[src/rtl/pad_pkg.sv]
// Shared constants and state encoding for the SNES/NES controller poller.
package pad_pkg;

  localparam int unsigned DEF_NUM_PADS = 2;
  localparam int unsigned DEF_NUM_BITS = 16;
  localparam int unsigned DEF_CLK_DIV  = 300;

  typedef enum logic [2:0] {
    ST_IDLE  = 3'd0,
    ST_LATCH = 3'd1,
    ST_HIGH  = 3'd2,
    ST_LOW   = 3'd3,
    ST_DONE  = 3'd4
  } pad_state_t;

endpackage

[src/rtl/pad_tick_gen.sv]
// Protocol tick counter: restarts at zero on every state entry and flags the
// last cycle of a one- or two-tick phase.
module pad_tick_gen #(
  parameter int unsigned CLK_DIV = 4
) (
  input  logic clk,
  input  logic rst,
  input  logic run,
  input  logic long_tick,
  output logic last_c
);

  localparam int unsigned CNT_W = $clog2(2 * CLK_DIV);

  logic [CNT_W-1:0] cnt;

  assign last_c = run && (cnt == (long_tick ? CNT_W'(2 * CLK_DIV - 1)
                                            : CNT_W'(CLK_DIV - 1)));

  // Idle or phase end both reload, so each new phase starts counting from 0.
  always_ff @(posedge clk or posedge rst) begin
    if (rst) begin
      cnt <= '0;
    end else if (!run || last_c) begin
      cnt <= '0;
    end else begin
      cnt <= cnt + CNT_W'(1);
    end
  end

endmodule

[src/rtl/snes_pad_poller.sv]
// Polls NUM_PADS serial game pads on a shared latch/clock pair once per en
// rising edge and publishes the button state plus newly pressed buttons.
module snes_pad_poller
  import pad_pkg::*;
#(
  parameter int unsigned NUM_PADS = DEF_NUM_PADS,
  parameter int unsigned NUM_BITS = DEF_NUM_BITS,
  parameter int unsigned CLK_DIV  = DEF_CLK_DIV
) (
  input  logic                         clk,
  input  logic                         rst,
  input  logic                         en,
  input  logic [NUM_PADS-1:0]          data,
  output logic                         latch,
  output logic                         pulse,
  output logic [NUM_PADS*NUM_BITS-1:0] plyr_input,
  output logic [NUM_PADS*NUM_BITS-1:0] new_press,
  output logic                         valid,
  output logic                         busy
);

  localparam int unsigned W     = NUM_PADS * NUM_BITS;
  localparam int unsigned IDX_W = $clog2(NUM_BITS);

  pad_state_t           state;
  logic [NUM_PADS-1:0]  sync1;
  logic [NUM_PADS-1:0]  sync2;
  logic                 en_q;
  logic [IDX_W-1:0]     bit_idx;
  logic [W-1:0]         shadow;
  logic                 run_c;
  logic                 long_c;
  logic                 last_c;
  logic                 start_c;

  assign run_c   = (state == ST_LATCH) || (state == ST_HIGH) || (state == ST_LOW);
  assign long_c  = (state == ST_LATCH);
  assign start_c = (state == ST_IDLE) && en && !en_q;

  pad_tick_gen #(
    .CLK_DIV (CLK_DIV)
  ) u_tick (
    .clk       (clk),
    .rst       (rst),
    .run       (run_c),
    .long_tick (long_c),
    .last_c    (last_c)
  );

  // Outputs are updated on the transition edge so they track the state register.
  always_ff @(posedge clk or posedge rst) begin
    if (rst) begin
      state      <= ST_IDLE;
      sync1      <= '1;
      sync2      <= '1;
      en_q       <= 1'b0;
      bit_idx    <= '0;
      shadow     <= '0;
      latch      <= 1'b0;
      pulse      <= 1'b1;
      busy       <= 1'b0;
      valid      <= 1'b0;
      plyr_input <= '0;
      new_press  <= '0;
    end else begin
      sync1 <= data;
      sync2 <= sync1;
      en_q  <= en;
      valid <= 1'b0;
      case (state)
        ST_IDLE: begin
          if (start_c) begin
            state <= ST_LATCH;
            latch <= 1'b1;
            busy  <= 1'b1;
            pulse <= 1'b1;
          end
        end
        ST_LATCH: begin
          if (last_c) begin
            state   <= ST_HIGH;
            latch   <= 1'b0;
            bit_idx <= '0;
          end
        end
        ST_HIGH: begin
          if (last_c) begin
            // Pads drive active-low; sample all pads for the current bit at once.
            for (int p = 0; p < int'(NUM_PADS); p++) begin
              for (int k = 0; k < int'(NUM_BITS); k++) begin
                if (IDX_W'(k) == bit_idx) begin
                  shadow[p*NUM_BITS + k] <= ~sync2[p];
                end
              end
            end
            state <= ST_LOW;
            pulse <= 1'b0;
          end
        end
        ST_LOW: begin
          if (last_c) begin
            pulse <= 1'b1;
            if (bit_idx == IDX_W'(NUM_BITS - 1)) begin
              state <= ST_DONE;
            end else begin
              bit_idx <= bit_idx + IDX_W'(1);
              state   <= ST_HIGH;
            end
          end
        end
        ST_DONE: begin
          plyr_input <= shadow;
          new_press  <= shadow & ~plyr_input;
          valid      <= 1'b1;
          busy       <= 1'b0;
          state      <= ST_IDLE;
        end
        default: begin
          state <= ST_IDLE;
          latch <= 1'b0;
          pulse <= 1'b1;
          busy  <= 1'b0;
        end
      endcase
    end
  end

endmodule

[config.mk]
export PLATFORM = sky130hd
export DESIGN_NAME = snes_pad_poller
export DESIGN_NICKNAME = d
export VERILOG_FILES = /design/src/rtl/pad_pkg.sv /design/src/rtl/pad_tick_gen.sv /design/src/rtl/snes_pad_poller.sv
export SDC_FILE = /design/constraint.sdc
export NUM_CORES = 1
export LEC_CHECK = 0
export CORE_ASPECT_RATIO = 1.5
export CORE_UTILIZATION = 25
export CTS_BUF_LIST = sky130_fd_sc_hd__clkbuf_4 sky130_fd_sc_hd__clkbuf_8
export DETAILED_ROUTE_END_ITERATION = 12
export SYNTH_ARGS = -nofsm -noshare
export SYNTH_HDL_FRONTEND = slang
export SYNTH_HIERARCHICAL = 1
export SYNTH_SLANG_ARGS = --single-unit
[constraint.sdc]
create_clock -name clk -period 4.6 [get_ports clk]
set_clock_uncertainty 0.15 [all_clocks]
set_input_delay 0.46 -clock clk [delete_from_list [all_inputs] [get_ports clk]]
set_output_delay 0.46 -clock clk [all_outputs]
set_load 0.05 [all_outputs]
==> run_results.csv, run 1 <==
group,metric,value,unit
detailed_routing,ant_nets,0,
logic_synthesis,synth.distinct_cells,45,
detailed_routing,num_vias,3537,
logic_synthesis,ys_async_sr_fraction,100,%
layout,fillers,2020,
sta,max_freq,301,MHz
global_route,grt_pass1_vias,3469,
logic_synthesis,yosys_register_bits,122,
layout,layout_common_cells,"dfrtp_1 (117), clkdlybuf4s50_1 (72), nand2_1 (67)",
detailed_routing,viasPerCell,4.46,
logic_synthesis,yosysSeqAreaShare,59.6,%
layout,layout.cells.non_filler,793,
placement,gp_congestion,0.770,
layout,regArea,3060,um2
sta,fin_crit_sh,72.1,%
die,core,19900,um2
sta,hold_viol,0,
sta,worst_pin_slew,0.821,ns
logic_synthesis,yosysTopAreaCellShare,57.0,%
pwr,swShare,25.4,%
pwr,pwr-share-seq,51.7,%
run,max_cap_viol_count,0,
logic_synthesis,yosysWarnings,6,
layout,final_common_cell,"dfrtp_1",
logic_synthesis,synth_enable_flop_cells,0,
clock_network,cts_setup_buffers,0,
die,initial_core_util,25.8,%
detailed_routing,wl,11400,um
worst_setup_path,path_class,"reg2reg",
pwr,p_sw,0.568,mW
pwr,combPwrFrac,5.1,%
placement,io_buffers,72,
sta,report.final.slew_viol_count,0,
clock_network,htreeDepth,4,
logic_synthesis,synthFlopType,"dfrtp_1",
die,dieWidth,119,um
sta,slew_headroom,45.3,%
worst_setup_path,cp.arrival,3.47,ns
pwr,p_leak,2.83,nW
pwr,peakVddDrop,0.125,mV
detailed_routing,drc,0,
layout,drive_gt1_share,9.57,%
worst_setup_path,start_kind,"register",
sta,tns,0,ns
clock_network,post_cts_resized,0,
placement,place_hpwl,7880,um
logic_synthesis,yosysTopAreaCell,"dfrtp_1",
logic_synthesis,syn_nets,468,
status,status,"finished, final reports clean",
sta,setup_viol,0,
worst_setup_path,crit_family,"simple AND/OR/NAND/NOR gates",
pwr,power.density,350,nW/um2
worst_setup_path,max_stage_delay,0.60,ns
clock_network,cts_sinks,122,
clock_network,hold_buffers,0,
detailed_routing,dr.pass1.iters,4,
worst_setup_path,cp.buffers_inverters,0,
worst_setup_path,endpoint_kind,"register",
pwr,p_total,2.24,mW
detailed_routing,wl_per_cell,14.3,um
layout,antenna_cells,0,
logic_synthesis,syn_inst,458,
logic_synthesis,syn-cell-area,5140,um2
global_route,grt.total_usage,11.3,%
clock_network,clockBufferDepth,2,
worst_setup_path,path_max_fanout,23,
worst_setup_path,crit_chain,"nand2b_1, nor2_1, nor4b_1, nand2_1, a21oi_2, and2_1, and4bb_2, nand4_1, mux2i_1",
logic_synthesis,synthTopCellsByArea,"dfrtp_1 (57%), mux2i_1 (5.1%), nand2_1 (4.9%)",
logic_synthesis,syn_area_per_cell,11.2,um2
global_route,antenna_found_initial,0,
clock_network,root_buffer,"clkbuf_8",
clock_network,cts_buffers,17,
placement,dp.cells,761,
layout,areaGrowthSynthToFinish,24.8,%
global_route,grt_pass1_wl,18500,um
die,die_area,21100,um2
clock_network,cts_tree,"yes",
layout,nets,530,
detailed_routing,drt_iter0_drc,240,
sta,rsz0062_at_grt,"false",
global_route,gr-total-overflow,0,
pwr,p_int,1.67,mW
die,rows,63,
global_route,grt_start_max_net_pins,72,
worst_setup_path,cp.required,4.75,ns
worst_hold_path,hp-class,"reg2reg",
sta,period_needed,3.32,ns
layout,multi_input_area,1750,um2
clock_network,worstSkewPairLatency,0.43,ns
worst_setup_path,crit_slowest_cell,"and4bb_2",
die,io_pins,73,
die,die_height,178,um
clock_network,clk_pin_slew,0.07,ns
pwr,p_clk_share,43.2,%
[power groups by stage]
stage	clock, mW	sequential, mW	combinational [mW]
6_report	0.968	1.16	0.114
5_1_grt	1.05	1.16	0.129
4_1_cts	1.01	1.16	0.118
3_5_place_dp	0	1.18	0.117
3_3_place_gp	0	1.18	0.112
2_1_floorplan	0	1.16	0.102
[final timing paths]
check | end | from | slack, ns | depth (start not counted)
max reg2reg | shadow[28] | state[2] | 1.28 | 9
max in group asynchronous | plyr_input[14] | rst | 3.15 | 3
max | shadow[28] | state[2] | 1.28 | 9
min in group asynchronous | u_tick/cnt[7] | rst | 0.27 | 2
min reg2reg | sync2[1] | sync1[1] | 0.21 | 0
min | sync2[1] | sync1[1] | 0.21 | 0
[cells by family after synthesis]
group           count (synthesis)  share of synthesized area (%)
compound gates                 85                           10.4
buf+inv                        63                           6.43
flops                         122                           59.6
mux                            32                           6.82
simple gates                  143                           14.3
xor+xnor                        8                           1.36
fa+ha+maj                       5                           1.22
[cell type report]
cell class / instances / share of cell area, %
flip-flops and latches: 122 / 47.7
clock inverters: 13 / 2.21
multi-input cells: 273 / 27.3
well taps: 260 / 5.08
repair buffers: 74 / 11.7
inverters: 32 / 1.91
clock buffers: 19 / 4.08
[state kept, by name, summed over array words and instances, names as in the netlist]
name        flops
new_press      32
plyr_input     32
shadow         32
u_tick/cnt     10
bit_idx         4
state           3
sync1           2
sync2           2
busy            1
en_q            1
latch           1
pulse           1
valid           1
[synth_stat cells (10+ instances only)]
cell,n
nor2_1,10
buf_6,11
inv_1,32
nand3_1,16
nand2_1,67
mux2i_1,26
nand2b_1,10
o31ai_1,26
nor3b_1,11
dfrtp_1,117
o21ai_0,23
clkbuf_1,13
o21ai_1,12
[worst register-to-register path, cell delays in order (launching register included)]
cell and delay [ns]:
dfrtp_1 0.54, nand2b_1 0.18, nor2_1 0.06, nor4b_1 0.34, nand2_1 0.11, a21oi_2 0.43, and2_1 0.38, and4bb_2 0.60
nand4_1 0.24, mux2i_1 0.17
[layer usage]
layer | wire length (um) | vias up | track usage (%)
li1 | - | 1700 | -
met1 | 4910 | 1750 | 13.4
met2 | 5820 | 70 | 18.9
met3 | 402 | 17 | 3.21
met4 | 229 | 0 | 5.33
met5 | 0 | - | 0
[per-stage QoR]
| stage | utilization, % | hold WS, ns | instance area (um2) | setup WS, ns |
|---|---|---|---|---|
| 6_report | 32.1 | 0.209 | 6410 | 1.28 |
| 5_1_grt | 32.1 | 0.215 | 6410 | 1.04 |
| 3_5_place_dp | 30.1 | 0.199 | 6000 | 1.30 |
| 3_3_place_gp | 30.1 | 0.199 | 6000 | 1.44 |
| 4_1_cts | 32.1 | 0.211 | 6410 | 1.28 |
| 2_1_floorplan | - | 0.150 | 5140 | 1.04 |
Power figures use the tool's default switching activity.
==> run 2, diff against run 1 <==
clock period = 2.9 ns   (was 4.6 ns; I/O delays follow)
==> run_results.csv, run 2 (synthesized netlist as in run 1, its figures left out) <==
group,metric,value,unit
status,status,"finished, final reports clean",
placement,place_hpwl,8070,um
die,io_pins,73,
die,die_height,178,um
clock_network,worstSkewPairLatency,0.44,ns
pwr,pwr-share-seq,50.5,%
sta,setup_viol,0,
layout,nets,539,
detailed_routing,met1Wirelength,4770,um
layout,design_area,6510,um2
sta,hold_viol,0,
clock_network,cts_buffers,17,
worst_setup_path,cp.required,3.06,ns
pwr,p_clk_share,44.4,%
worst_setup_path,crit_chain,"nand2b_1, nor2_1, nor4b_1, nand2_1, a21oi_2, and2_1, and4bb_2, nand4_1, mux2i_1",
worst_setup_path,cp.buffers_inverters,0,
pwr,swShare,24.4,%
placement,dpl_cell_area,6090,um2
worst_setup_path,crit_family,"simple AND/OR/NAND/NOR gates",
detailed_routing,num_vias,3553,
sta,tns,0,ns
pwr,combPwrFrac,5.2,%
worst_setup_path,path_class,"reg2reg",
global_route,grt_start_max_net_pins,88,
pwr,peakVddDrop,0.281,mV
detailed_routing,wl,11300,um
worst_setup_path,start_kind,"register",
sta,max_freq,383,MHz
sta,fin_crit_sh,90.1,%
run,max_cap_viol_count,0,
sta,rsz0062_at_grt,"false",
global_route,grt.total_usage,11.5,%
worst_setup_path,endpoint_kind,"register",
layout,final_common_cell,"dfrtp_1",
clock_network,cts_sinks,122,
sta,period_needed,2.61,ns
worst_hold_path,hp-class,"in2async",
sta,report.final.slew_viol_count,0,
detailed_routing,viasPerCell,4.43,
placement,gp_congestion,0.773,
layout,drive_gt1_share,11.1,%
placement,io_buffers,72,
pwr,p_leak,2.88,nW
worst_setup_path,path_max_fanout,23,
detailed_routing,ant_nets,0,
die,initial_core_util,25.8,%
worst_setup_path,startpoint,"state[2]",
sta,worst_pin_slew,1.03,ns
pwr,p_int,2.75,mW
clock_network,clk_pin_slew,0.07,ns
global_route,grt_pass1_vias,3662,
layout,areaGrowthSynthToFinish,26.8,%
die,core,19900,um2
sta,slew_headroom,31.2,%
layout,antenna_cells,0,
detailed_routing,dr.pass1.iters,4,
pwr,power.density,558,nW/um2
die,die_area,21100,um2
clock_network,cts_setup_buffers,0,
clock_network,htreeDepth,4,
worst_setup_path,timing.rr.start,"state[2]",
global_route,gr-total-overflow,0,
detailed_routing,met3_length,452,um
detailed_routing,drc,0,
die,dieWidth,119,um
layout,top_regs,"new_press x32, plyr_input x32, shadow x32",
clock_network,hold_buffers,0,
pwr,p_sw,0.886,mW
worst_setup_path,cp.arrival,2.77,ns
layout,layout_common_cells,"dfrtp_1 (117), clkdlybuf4s50_1 (72), nand2_1 (67)",
detailed_routing,drt_iter0_drc,211,
layout,fillers,1991,
detailed_routing,wl_per_cell,14.1,um
clock_network,cts_tree,"yes",
clock_network,root_buffer,"clkbuf_8",
die,rows,63,
clock_network,post_cts_resized,0,
global_route,grt_pass1_wl,18800,um
global_route,antenna_found_initial,0,
detailed_routing,maxUsedRoutingLayer,"met4",
worst_setup_path,crit_slowest_cell,"and4bb_2",
worst_setup_path,max_stage_delay,0.60,ns
detailed_routing,wl_met2,5940,um
clock_network,clockBufferDepth,2,
## run 2: cell count changes in the layout (fill, tap and decap cells not counted)
cell / before / now
buf_12: 1 / 2
inv_4: 1 / 0
buf_4: 1 / 9
clkinv_2: 3 / 2
clkinvlp_4: 3 / 4
bufinv_16: 2 / 3
## run 2: worst register-to-register path: cells and delay by family, from the launching register on
kind	cells	cell delay, ns
AO/OA/AOI/OAI	1	0.13
flip-flops	1	0.36
AND/OR/NAND/NOR	7	1.69
multiplexers	1	0.17
## run 2: path summary, 6_finish.rpt
| kind | to | slack, ns | cells after the start |
|---|---|---|---|
| worst max-delay path | shadow[14] | 0.29 | 9 |
| worst min-delay path | u_tick/cnt[3] | 0.08 | 2 |
| worst max register to register | shadow[14] | 0.29 | 9 |
| worst min register to register | sync2[1] | 0.21 | 0 |
| max in group asynchronous | plyr_input[4] | 1.83 | 3 |
| min in group clk | sync1[0] | 0.11 | 1 |
## run 2: per-stage QoR
stage	hold WS, ns	cells	total power, mW	utilization (%)	setup WS [ns]
after floorplan	-0.0198	458	2.00	-	0.159
after global placement	0.200	770	2.04	30.5	0.320
after detailed placement	0.201	770	2.05	30.5	0.302
after CTS	0.0607	802	3.69	32.7	0.281
after global routing	0.0868	802	3.81	32.7	0.0115
final	0.0792	802	3.63	32.7	0.288
## run 2: area by class of cell
class | instances | area, um2 | share of cell area (%)
clock buffers | 19 | 262 | 4.01
inverters | 32 | 124 | 1.90
multi-input cells | 273 | 1750 | 26.9
well taps | 260 | 325 | 4.99
repair buffers | 83 | 828 | 12.7
flip-flops and latches | 122 | 3060 | 47.0
clock inverters | 13 | 166 | 2.55
## run 2: power groups by stage
stage	clock network (mW)	logic (mW)	registers (mW)
2_1_floorplan	0	0.162	1.84
4_1_cts	1.67	0.190	1.83
3_3_place_gp	0	0.184	1.86
5_1_grt	1.75	0.213	1.84
3_5_place_dp	0	0.188	1.86
6_report	1.61	0.187	1.83
## run 2: metal layers
metal,vias to the layer above,GRT usage (%)
met3,16,3.47
met5,-,0
li1,1716,-
met2,68,20.0
met1,1753,13.1
met4,0,4.59
==> run 3, diff against run 2 <==
--- a/config.mk
+++ b/config.mk
@@ -11,2 +11,3 @@
 export DETAILED_ROUTE_END_ITERATION = 12
+export SLEW_MARGIN = 15
 export SYNTH_ARGS = -nofsm -noshare
==> constraint.sdc (replaced) <==
create_clock -name clk -period 2.9 [get_ports clk]
set_clock_uncertainty 0.15 [all_clocks]
set_input_delay 0.58 -clock clk [delete_from_list [all_inputs] [get_ports clk]]
set_output_delay 0.58 -clock clk [all_outputs]
set_load 0.1 [all_outputs]
==> run_results.csv, run 3 (synthesized netlist as in run 1, its figures left out) <==
group,metric,value,unit
sta,rsz0062_at_grt,"false",
global_route,gr-total-overflow,0,
worst_setup_path,start_kind,"register",
global_route,grt_pass1_wl,18500,um
worst_setup_path,r2r_cells,9,
worst_setup_path,max_stage_delay,0.59,ns
sta,slew_headroom,44.2,%
layout,multi_input_area,1750,um2
sta,setup_viol,0,
placement,place_hpwl,7740,um
global_route,antenna_found_initial,0,
pwr,combPwrFrac,5.2,%
clock_network,worstSkewPairLatency,0.44,ns
pwr,p_sw,0.867,mW
worst_setup_path,crit_slowest_cell,"and4bb_2",
layout,nets,536,
pwr,swShare,23.8,%
detailed_routing,drt_iter0_drc,202,
worst_setup_path,cp.buffers_inverters,0,
worst_hold_path,hp-class,"reg2reg",
worst_setup_path,path_class,"reg2reg",
sta,worst_pin_slew,0.838,ns
die,rows,63,
detailed_routing,num_vias,3528,
clock_network,clk_pin_slew,0.08,ns
placement,place_ws,0.275,ns
pwr,p_leak,3.01,nW
clock_network,cts_buffers,17,
layout,fillers,2019,
die,core,19900,um2
detailed_routing,wl_per_cell,13.9,um
worst_setup_path,path_max_fanout,23,
detailed_routing,ant_nets,0,
sta,period_needed,2.65,ns
pwr,p_clk_share,44.4,%
clock_network,hold_buffers,0,
die,dieWidth,119,um
sta,hold_ws,0.197,ns
worst_setup_path,cp.arrival,2.82,ns
global_route,grt.total_usage,11.3,%
die,die_area,21100,um2
global_route,grt_start_max_net_pins,113,
clock_network,cts_tree,"yes",
die,die_height,178,um
die,initial_core_util,25.8,%
clock_network,post_cts_resized,0,
worst_hold_path,whs_path_depth,0,
sta,max_freq,378,MHz
clock_network,htreeDepth,4,
detailed_routing,drc,0,
sta,fin_ws,0.251,ns
worst_setup_path,crit_family,"simple AND/OR/NAND/NOR gates",
global_route,grt_pass1_vias,3524,
layout,regArea,3060,um2
sta,tns,0,ns
layout,areaGrowthSynthToFinish,23.1,%
pwr,peakVddDrop,0.248,mV
sta,hold_viol,0,
layout,drive_gt1_share,23.2,%
clock_network,cts_setup_buffers,0,
worst_setup_path,crit_chain,"nand2b_1, nor2_1, nor4b_1, nand2_1, a21oi_2, and2_1, and4bb_2, nand4_1, mux2i_1",
detailed_routing,wl,11100,um
pwr,p_int,2.78,mW
layout,top_regs,"new_press x32, plyr_input x32, shadow x32",
clock_network,root_buffer,"clkbuf_8",
pwr,power.density,576,nW/um2
placement,io_buffers,72,
layout,final_common_cell,"dfrtp_1",
clock_network,clockBufferDepth,2,
sta,fin_crit_sh,91.3,%
worst_setup_path,cp.required,3.07,ns
sta,report.final.slew_viol_count,0,
clock_network,cts_sinks,122,
detailed_routing,viasPerCell,4.42,
die,io_pins,73,
detailed_routing,dr.pass1.iters,4,
status,status,"finished, final reports clean",
pwr,pwr-share-seq,50.4,%
worst_setup_path,crit_cells,9,
layout,layout_common_cells,"dfrtp_1 (117), buf_4 (74), nand2_1 (67)",
run,max_cap_viol_count,0,
placement,gp_congestion,0.766,
worst_setup_path,endpoint_kind,"register",
layout,antenna_cells,0,
[run 3: cell types whose count changed in the layout (fill, tap and decap cells not counted)]
cell / before / now
clkdlybuf4s50_1: 72 / 4
clkbuf_8: 19 / 20
clkbuf_4: 0 / 2
clkinv_4: 2 / 1
inv_6: 3 / 1
buf_4: 9 / 74
[run 3: layout make-up]
type	instances	share of cell area, %
inverters	32	1.96
flip-flops and latches	122	48.4
multi-input cells	273	27.7
clock inverters	10	2.22
clock buffers	22	4.59
well taps	260	5.14
repair buffers	80	10.1
[run 3: power by group through the flow]
stage,clock network [mW],registers [mW],logic [mW]
floorplan,0,1.85,0.163
global placement,0,1.86,0.186
detailed placement,0,1.87,0.193
CTS,1.67,1.83,0.194
global route,1.75,1.84,0.217
finish,1.62,1.84,0.189
[run 3: per-layer routing]
layer | GRT usage, % | wire length, um | vias to the layer above
met3 | 3.98 | 477 | 20
met1 | 13.3 | 4700 | 1729
met2 | 18.2 | 5600 | 71
li1 | - | - | 1708
met4 | 5.70 | 352 | 0
met5 | 0 | 0 | -
[run 3: final timing paths]
kind | startpoint | end | slack [ns]
min in group asynchronous | rst | u_tick/cnt[7] | 0.36
setup / recovery | state[0] | shadow[28] | 0.25
hold / removal | sync1[1] | sync2[1] | 0.20
setup reg to reg | state[0] | shadow[28] | 0.25
max in group asynchronous | rst | plyr_input[10] | 1.59
hold reg to reg | sync1[1] | sync2[1] | 0.20
[run 3: per-stage QoR]
step	area [um2]	total power [mW]	instances	utilization, %
4_1_cts	6320	3.70	799	31.7
3_3_place_gp	5890	2.05	767	29.6
2_1_floorplan	5140	2.01	458	-
5_1_grt	6320	3.81	799	31.7
6_report	6320	3.65	799	31.7
3_5_place_dp	5890	2.06	767	29.6
